$ cat config.mk
export PLATFORM = sky130hd
export DESIGN_NAME = alu_seq
export DESIGN_NICKNAME = d
export VERILOG_FILES = /design/src/rtl/alu_pkg.sv /design/src/rtl/alu_mul_iter.sv /design/src/rtl/alu_seq.sv
export SDC_FILE = /design/constraint.sdc
export NUM_CORES = 1
export LEC_CHECK = 0
export ABC_AREA = 1
export CORE_ASPECT_RATIO = 0.5
export CORE_UTILIZATION = 50
export CTS_CLUSTER_DIAMETER = 200
export DETAILED_ROUTE_END_ITERATION = 7
export GPL_TIMING_DRIVEN = 0
export PLACE_DENSITY = 0.74
export RECOVER_POWER = 50
export SLEW_MARGIN = 20
export SYNTH_ARGS = -nofsm -noshare
export SYNTH_HDL_FRONTEND = slang
export SYNTH_HIERARCHICAL = 1
export SYNTH_SLANG_ARGS = --single-unit
$ cat constraint.sdc
create_clock -name clk -period 1.8 [get_ports clk]
set_input_delay 0.27 -clock clk [delete_from_list [all_inputs] [get_ports clk]]
set_output_delay 0.27 -clock clk [all_outputs]
set_load 0.02 [all_outputs]
$ cat src/rtl/alu_pkg.sv
// Shared definitions for the sequential ALU: opcode values, FSM state encoding and flag bit positions.
// OP_MUL is only a legal opcode when the design is built with ALU_MUL_EN defined.
package alu_pkg;

  localparam logic [3:0] OP_ADD   = 4'b0000;
  localparam logic [3:0] OP_SHL   = 4'b0001;
  localparam logic [3:0] OP_SHR   = 4'b0010;
  localparam logic [3:0] OP_AND   = 4'b0011;
  localparam logic [3:0] OP_OR    = 4'b0100;
  localparam logic [3:0] OP_XOR   = 4'b0101;
  localparam logic [3:0] OP_PASSA = 4'b0110;
  localparam logic [3:0] OP_PASSB = 4'b0111;
  localparam logic [3:0] OP_SUB   = 4'b1000;
  localparam logic [3:0] OP_MUL   = 4'b1001;
  localparam logic [3:0] OP_SRA   = 4'b1010;
  localparam logic [3:0] OP_CMP   = 4'b1011;

  typedef enum logic [1:0] {
    ST_IDLE = 2'd0,
    ST_BUSY = 2'd1,
    ST_DONE = 2'd2
  } alu_state_e;

  localparam int FLAG_Z    = 0;
  localparam int FLAG_C    = 1;
  localparam int FLAG_V    = 2;
  localparam int FLAG_ERR  = 3;
  localparam int NUM_FLAGS = 4;

endpackage

$ cat src/rtl/alu_mul_iter.sv
// Iterative unsigned shift-add multiplier: one partial product per enabled cycle, BIT_LENGTH cycles.
// done is high during the final step; product then shows the finished sum to be captured on that edge.
module alu_mul_iter #(
  parameter int BIT_LENGTH = 8,
  parameter int RES_LENGTH = 2 * BIT_LENGTH
) (
  input  logic                  clk,
  input  logic                  rst,
  input  logic                  en,
  input  logic                  start,
  input  logic [BIT_LENGTH-1:0] a,
  input  logic [BIT_LENGTH-1:0] b,
  output logic                  busy,
  output logic                  done,
  output logic [RES_LENGTH-1:0] product
);

  localparam int PW = 2 * BIT_LENGTH;
  localparam int CW = $clog2(BIT_LENGTH + 1);

  logic [PW-1:0]         acc_q;
  logic [PW-1:0]         mcand_q;
  logic [PW-1:0]         acc_next;
  logic [BIT_LENGTH-1:0] mplier_q;
  logic [CW-1:0]         cnt_q;
  logic                  busy_q;

  assign acc_next = mplier_q[0] ? (acc_q + mcand_q) : acc_q;
  assign busy     = busy_q;
  assign done     = busy_q && (cnt_q == CW'(BIT_LENGTH - 1));
  assign product  = RES_LENGTH'(acc_next);

  always_ff @(posedge clk or posedge rst) begin
    if (rst) begin
      acc_q    <= '0;
      mcand_q  <= '0;
      mplier_q <= '0;
      cnt_q    <= '0;
      busy_q   <= 1'b0;
    end else if (en) begin
      if (start) begin
        acc_q    <= '0;
        mcand_q  <= PW'(a);
        mplier_q <= b;
        cnt_q    <= '0;
        busy_q   <= 1'b1;
      end else if (busy_q) begin
        acc_q    <= acc_next;
        mcand_q  <= mcand_q << 1;
        mplier_q <= mplier_q >> 1;
        if (done) begin
          busy_q <= 1'b0;
          cnt_q  <= '0;
        end else begin
          cnt_q <= cnt_q + CW'(1);
        end
      end
    end
  end

endmodule

$ cat src/rtl/alu_seq.sv
// Registered, handshaked ALU between the SPI instruction decoder and the SPI response shifter.
// Build with ALU_MUL_EN defined to include the iterative multiplier (opcode 1001); otherwise it is illegal.
module alu_seq
  import alu_pkg::*;
#(
  parameter int BIT_LENGTH    = 8,
  parameter int OPCODE_LENGTH = 4,
  parameter int RES_LENGTH    = 2 * BIT_LENGTH
) (
  input  logic                     clk,
  input  logic                     rst,
  input  logic                     exec_en,
  input  logic                     in_valid,
  output logic                     in_ready,
  input  logic [BIT_LENGTH-1:0]    a,
  input  logic [BIT_LENGTH-1:0]    b,
  input  logic [OPCODE_LENGTH-1:0] opcode,
  output logic                     out_valid,
  input  logic                     out_ready,
  output logic [RES_LENGTH-1:0]    out,
  output logic                     flag_z,
  output logic                     flag_c,
  output logic                     flag_v,
  output logic                     flag_err,
  output alu_state_e               state_dbg
);

  localparam int BL = BIT_LENGTH;
  localparam int RL = RES_LENGTH;
  localparam int XW = RL - BL;
  localparam int SW = (BL > 32) ? BL : 32;

  alu_state_e            state_q, state_d;
  logic [RL-1:0]         out_q;
  logic [NUM_FLAGS-1:0]  flags_q;

  logic [SW-1:0]         shamt;
  logic [BL:0]           sum;
  logic [BL:0]           diff;
  logic [BL-1:0]         shr_v;
  logic [BL-1:0]         sra_v;
  logic [RL-1:0]         alu_res;
  logic [NUM_FLAGS-1:0]  alu_flags;
  logic [NUM_FLAGS-1:0]  mul_flags;

  logic                  is_mul;
  logic                  mul_busy;
  logic                  mul_done;
  logic [RL-1:0]         mul_product;

  logic                  ready_c;
  logic                  accept;
  logic                  load_res;
  logic                  load_mul;

  // Single-cycle datapath: every opcode except MUL resolves combinationally from the live inputs.
  assign shamt = SW'(b);
  assign sum   = {1'b0, a} + {1'b0, b};
  assign diff  = {1'b0, a} - {1'b0, b};
  assign shr_v = a >> b;
  assign sra_v = $signed(a) >>> b;

  always_comb begin
    alu_res   = '0;
    alu_flags = '0;
    case (opcode)
      OPCODE_LENGTH'(OP_ADD): begin
        alu_res           = RL'(sum);
        alu_flags[FLAG_C] = sum[BL];
        alu_flags[FLAG_V] = (a[BL-1] == b[BL-1]) && (sum[BL-1] != a[BL-1]);
      end
      OPCODE_LENGTH'(OP_SUB), OPCODE_LENGTH'(OP_CMP): begin
        alu_res           = (opcode == OPCODE_LENGTH'(OP_CMP)) ? '0
                                                               : {{XW{diff[BL-1]}}, diff[BL-1:0]};
        alu_flags[FLAG_C] = diff[BL];
        alu_flags[FLAG_V] = (a[BL-1] != b[BL-1]) && (diff[BL-1] != a[BL-1]);
      end
      OPCODE_LENGTH'(OP_SHL):   alu_res = (shamt >= SW'(RL)) ? '0 : (RL'(a) << b);
      OPCODE_LENGTH'(OP_SHR):   alu_res = (shamt >= SW'(BL)) ? '0 : RL'(shr_v);
      OPCODE_LENGTH'(OP_SRA):   alu_res = (shamt >= SW'(BL)) ? {RL{a[BL-1]}}
                                                             : {{XW{sra_v[BL-1]}}, sra_v};
      OPCODE_LENGTH'(OP_AND):   alu_res = RL'(a & b);
      OPCODE_LENGTH'(OP_OR):    alu_res = RL'(a | b);
      OPCODE_LENGTH'(OP_XOR):   alu_res = RL'(a ^ b);
      OPCODE_LENGTH'(OP_PASSA): alu_res = RL'(a);
      OPCODE_LENGTH'(OP_PASSB): alu_res = RL'(b);
`ifdef ALU_MUL_EN
      OPCODE_LENGTH'(OP_MUL):   alu_res = '0;
`endif
      default:                  alu_flags[FLAG_ERR] = 1'b1;
    endcase
    if (!alu_flags[FLAG_ERR]) begin
      alu_flags[FLAG_Z] = (opcode == OPCODE_LENGTH'(OP_CMP)) ? (a == b) : (alu_res == '0);
    end
  end

`ifdef ALU_MUL_EN
  assign is_mul = (opcode == OPCODE_LENGTH'(OP_MUL));

  alu_mul_iter #(
    .BIT_LENGTH (BL),
    .RES_LENGTH (RL)
  ) u_mul (
    .clk     (clk),
    .rst     (rst),
    .en      (exec_en),
    .start   (accept & is_mul),
    .a       (a),
    .b       (b),
    .busy    (mul_busy),
    .done    (mul_done),
    .product (mul_product)
  );
`else
  assign is_mul      = 1'b0;
  assign mul_busy    = 1'b0;
  assign mul_done    = 1'b0;
  assign mul_product = '0;
`endif

  always_comb begin
    mul_flags         = '0;
    mul_flags[FLAG_Z] = (mul_product == '0);
  end

  // Handshakes: an op is taken on a rising edge where in_valid && in_ready; a result is consumed on a
  // rising edge where out_valid && out_ready && exec_en. Nothing transfers while exec_en is low.
  always_comb begin
    state_d = state_q;
    ready_c = 1'b0;
    accept  = 1'b0;
    load_mul = 1'b0;
    if (exec_en) begin
      case (state_q)
        ST_IDLE: begin
          ready_c = 1'b1;
          if (in_valid) begin
            accept  = 1'b1;
            state_d = is_mul ? ST_BUSY : ST_DONE;
          end
        end
        ST_BUSY: begin
          if (mul_done) begin
            load_mul = 1'b1;
            state_d  = ST_DONE;
          end else if (!mul_busy) begin
            state_d = ST_IDLE;
          end
        end
        ST_DONE: begin
          ready_c = out_ready;
          if (out_ready) begin
            if (in_valid) begin
              accept  = 1'b1;
              state_d = is_mul ? ST_BUSY : ST_DONE;
            end else begin
              state_d = ST_IDLE;
            end
          end
        end
        default: state_d = ST_IDLE;
      endcase
    end
  end

  assign load_res = accept & ~is_mul;

  always_ff @(posedge clk or posedge rst) begin
    if (rst) begin
      state_q <= ST_IDLE;
    end else begin
      state_q <= state_d;
    end
  end

  always_ff @(posedge clk or posedge rst) begin
    if (rst) begin
      out_q   <= '0;
      flags_q <= '0;
    end else if (load_res) begin
      out_q   <= alu_res;
      flags_q <= alu_flags;
    end else if (load_mul) begin
      out_q   <= mul_product;
      flags_q <= mul_flags;
    end
  end

  assign in_ready  = ready_c & ~rst;
  assign out_valid = (state_q == ST_DONE);
  assign out       = out_q;
  assign flag_z    = flags_q[FLAG_Z];
  assign flag_c    = flags_q[FLAG_C];
  assign flag_v    = flags_q[FLAG_V];
  assign flag_err  = flags_q[FLAG_ERR];
  assign state_dbg = state_q;

endmodule

==> flow_summary_export.csv <==
group,metric,value,unit
timing,rsz0062_at_grt,"yes",
place,place_congestion,1.053,
logic_synthesis,yosysTopAreaCellShare,22.00,%
grt,globalRouteTotalUtil,39.80,%
power,clockPowerShare,18.5,%
outcome,violations,"negative setup slack",
timing,fin_crit_sh,128.0,%
setup_path,critPathRequiredTime,1.99,ns
logic_synthesis,synthTopCellsByCount,"nand2_1 (212), nand3_1 (108), nor2_1 (59)",
floorplanning,die_h,62.15,um
setup_path,worst-path-buf-inv,5,
logic_synthesis,synth_ff_type,"dfrtp_1",
floorplanning,die_x,122.3,um
floorplanning,core_area,6832,um^2
detailed_routing,drt-pass1-iter-count,5,
timing,fin_crit,2.305,ns
final_layout,multi_input_area,3182,um^2
timing,final-setup-viol-count,16,
setup_path,critPathMaxFanout,7,
power,p_total,2.470,mW
setup_path,path_cells,"buf_4 -> inv_1 -> ha_1 -> buf_6 -> inv_6 -> o21bai_1 -> a31oi_1 -> nand2_1 -> inv_2 -> nand2_1 -> nand3_1 -> nand2_1 -> nor2_2 -> nand2_1 -> nor2_1 -> nand3_1 -> nand2_1 -> nand2_1 -> nand2_1",
power,p_sw,1.069,mW
timing,slew-limit-headroom,49.27,%
setup_path,timing.critical_path.mode_cell,"nand2_1",
logic_synthesis,yosysWarningCount,6,
detailed_routing,post-route-drc-count,0,
detailed_routing,vias_per_cell,6.258,
timing,final_hold_viol_count,0,
setup_path,cp-end-kind,"flip-flop",
power,peakVddDrop,425.5,uV
clock_tree,cts-root-buf,"clkbuf_16",
logic_synthesis,ys_async_sr_fraction,100.0,%
grt,grt_pass1_wl,23450,um
clock_tree,clock-sinks,21,
final_layout,fill_cells,513,
min_path,hp-class,"flip-flop to flip-flop",
final_layout,fin_nets,787,
detailed_routing,wl_per_cell,19.38,um
floorplanning,die_area,7599,um^2
place,port_buffers,47,
grt,grt_max_degree,22,
final_layout,antenna_cells,0,
place,dp_hpwl,11250,um
power,internal_power,1.402,mW
final_layout,syn_to_final_growth,43.65,%
timing,fmax,433.9,MHz
detailed_routing,drt-initial-drc-count,780,
grt,grt_overflow,0,
setup_path,critPathTopFamily,"simple AND/OR/NAND/NOR gates",
final_layout,layout-drive-gt1-share,27.48,%
logic_synthesis,synth_edf_count,0,
logic_synthesis,synth_top_cell_by_area,"nand2_1",
floorplanning,pin_count,49,
logic_synthesis,synthCells,648,
timing,worst_pin_slew,0.7601,ns
clock_tree,cts_made_buffers,3,
outcome,status,"finished, violations left",
grt,antenna_found_initial,0,
clock_tree,clkLatencyLatePin,0.25,ns
clock_tree,cts_tree,"yes",
power,pwr_density_cell,475.4,nW/um^2
timing,final_max_slew_viol_count,0,
grt,grt_pass1_vias,4550,
clock_tree,clk_path_buf_depth,2,
setup_path,crit_path_max_incr_delay,0.31,ns
timing,setup_slack,-0.5046,ns
clock_tree,ctsHoldBuffers,0,
logic_synthesis,netlist_top_cells_area,"nand2_1 (22%), nand3_1 (15%), dfrtp_1 (15%)",
timing,fin_skew,0.003067,ns
logic_synthesis,synth_cell_types,41,
power,pwr-share-seq,23.1,%
place,dpl_worst_slack,-1.469,ns
setup_path,critical_path_class,"primary input to flip-flop",
logic_synthesis,ys_ff_latch,21,
power,power_switching_share,43.26,%
logic_synthesis,avgSynthCellArea,5.582,um^2
logic_synthesis,syn-num-nets,699,
clock_tree,htree_levels,1,
setup_path,crit_arrival,2.49,ns
power,p_leak,2.566,nW
final_layout,seq_area,525.5,um^2
floorplanning,row_count,21,
setup_path,cpMaxStageDelayCell,"ha_1",
power,pwr-share-comb,58.4,%
floorplanning,start_util,52.95,%
setup_path,startpoint_type,"primary input",
flow_run,cap_viol_max_count,0,
logic_synthesis,ys_seq_area_share,14.53,%
logic_synthesis,synth_area,3617,um^2
detailed_routing,wirelength,16030,um
logic_synthesis,synth_most_common_cell,"nand2_1",
detailed_routing,postRouteAntennaNets,0,
detailed_routing,dr_total_vias,5175,
clock_tree,clk_pin_slew_worst_paths,0.05,ns
-- layout make-up --
class                      instances  area share [%]
multi-input combinational        536           61.23
timing repair buffer              84           15.03
sequential                        21           10.11
inverter                          65           5.827
buffer                            25           4.045
tap                               92           2.215
clock buffer                       3           1.445
clock inverter                     1         0.09632
-- tightest hold or removal path: stages, from the launching register on --
cell and delay, ns:
dfrtp_1 0.34, nand2_1 0.05, nand2_1 0.04
-- power by group through the flow --
stage / Sequential, mW / Combinational [mW] / Clock (mW)
finish: 0.571 / 1.44 / 0.456
CTS: 0.572 / 1.25 / 0.459
global route: 0.579 / 1.52 / 0.488
floorplan: 0.649 / 0.601 / 0
detailed placement: 0.578 / 1.09 / 0
global placement: 0.578 / 1.08 / 0
-- stage by stage --
stage	TNS, ns	instance area [um^2]	hold WS [ns]	instances	util [%]
6_report	-1.780	5196	0.4686	827	76.06
5_1_grt	-3.020	5196	0.5134	827	76.06
3_5_place_dp	-19.95	4290	0.4660	787	62.80
4_1_cts	-0.6124	4863	0.4727	815	71.19
2_1_floorplan	-0.2462	3705	0.2465	648	-
3_3_place_gp	-20.08	4290	0.4620	787	62.80
-- cells by family (layout without fill, tap and decap cells) --
group | count (synthesis) | after routing | share of synthesized area, %
other | 1 | 1 | 0.1037
AOI/OAI and AO/OA | 80 | 80 | 12.52
adders and majority gates | 26 | 26 | 9.409
DFF | 21 | 21 | 14.53
and+or+nand+nor | 427 | 428 | 52.20
buffers and inverters | 92 | 178 | 11.00
xor gates and xnor gates | 1 | 1 | 0.2422
-- repair_timing --
action | in CTS | in global routing
endpoints found under the setup margin | 19 | 20
pin swaps | 42 | 34
gates cloned | 1 | 0
setup buffers | 25 | 13
gates resized for setup | 183 | 73
-- path summary, 6_finish.rpt --
kind	startpoint	endpoint	slack (ns)	depth (start not counted)
worst max register to register	state_dbg[1]	out[0]	0.06	7
min in group asynchronous	rst	out[2]	0.63	2
max in group asynchronous	rst	state_dbg[1]	0.70	2
worst max-delay path	a[6]	flags_q[0]	-0.50	19
worst min-delay path	out[15]	out[15]	0.47	2
worst min register to register	out[15]	out[15]	0.47	2
-- layout by cell type (no fill, tap or decap), types with 17 or more instances in the layout --
cell type        Yosys  layout
a21oi_1             27      20
buf_4                6      40
clkdlybuf4s50_1      0      23
dfrtp_1             21      21
inv_1               52      34
inv_2               13      17
nand2_1            212     195
nand2_2              5      19
nand3_1            108      93
nand4_1             20      20
nor2_1              59      41
o21ai_0             24      19
-- state kept, by name (all words and copies together), names as in the netlist --
signal,flops
state_dbg,1
out,16
flags_q,4
-- layer usage --
layer	vias to the layer above	share of wire, %	global-route usage (%)
met5	-	0	0
met4	0	4.5	14.48
met3	88	15	10.20
met2	448	41	59.55
met1	2309	39	54.63
li1	2330	-	-
(Power assumes the default switching activity.)
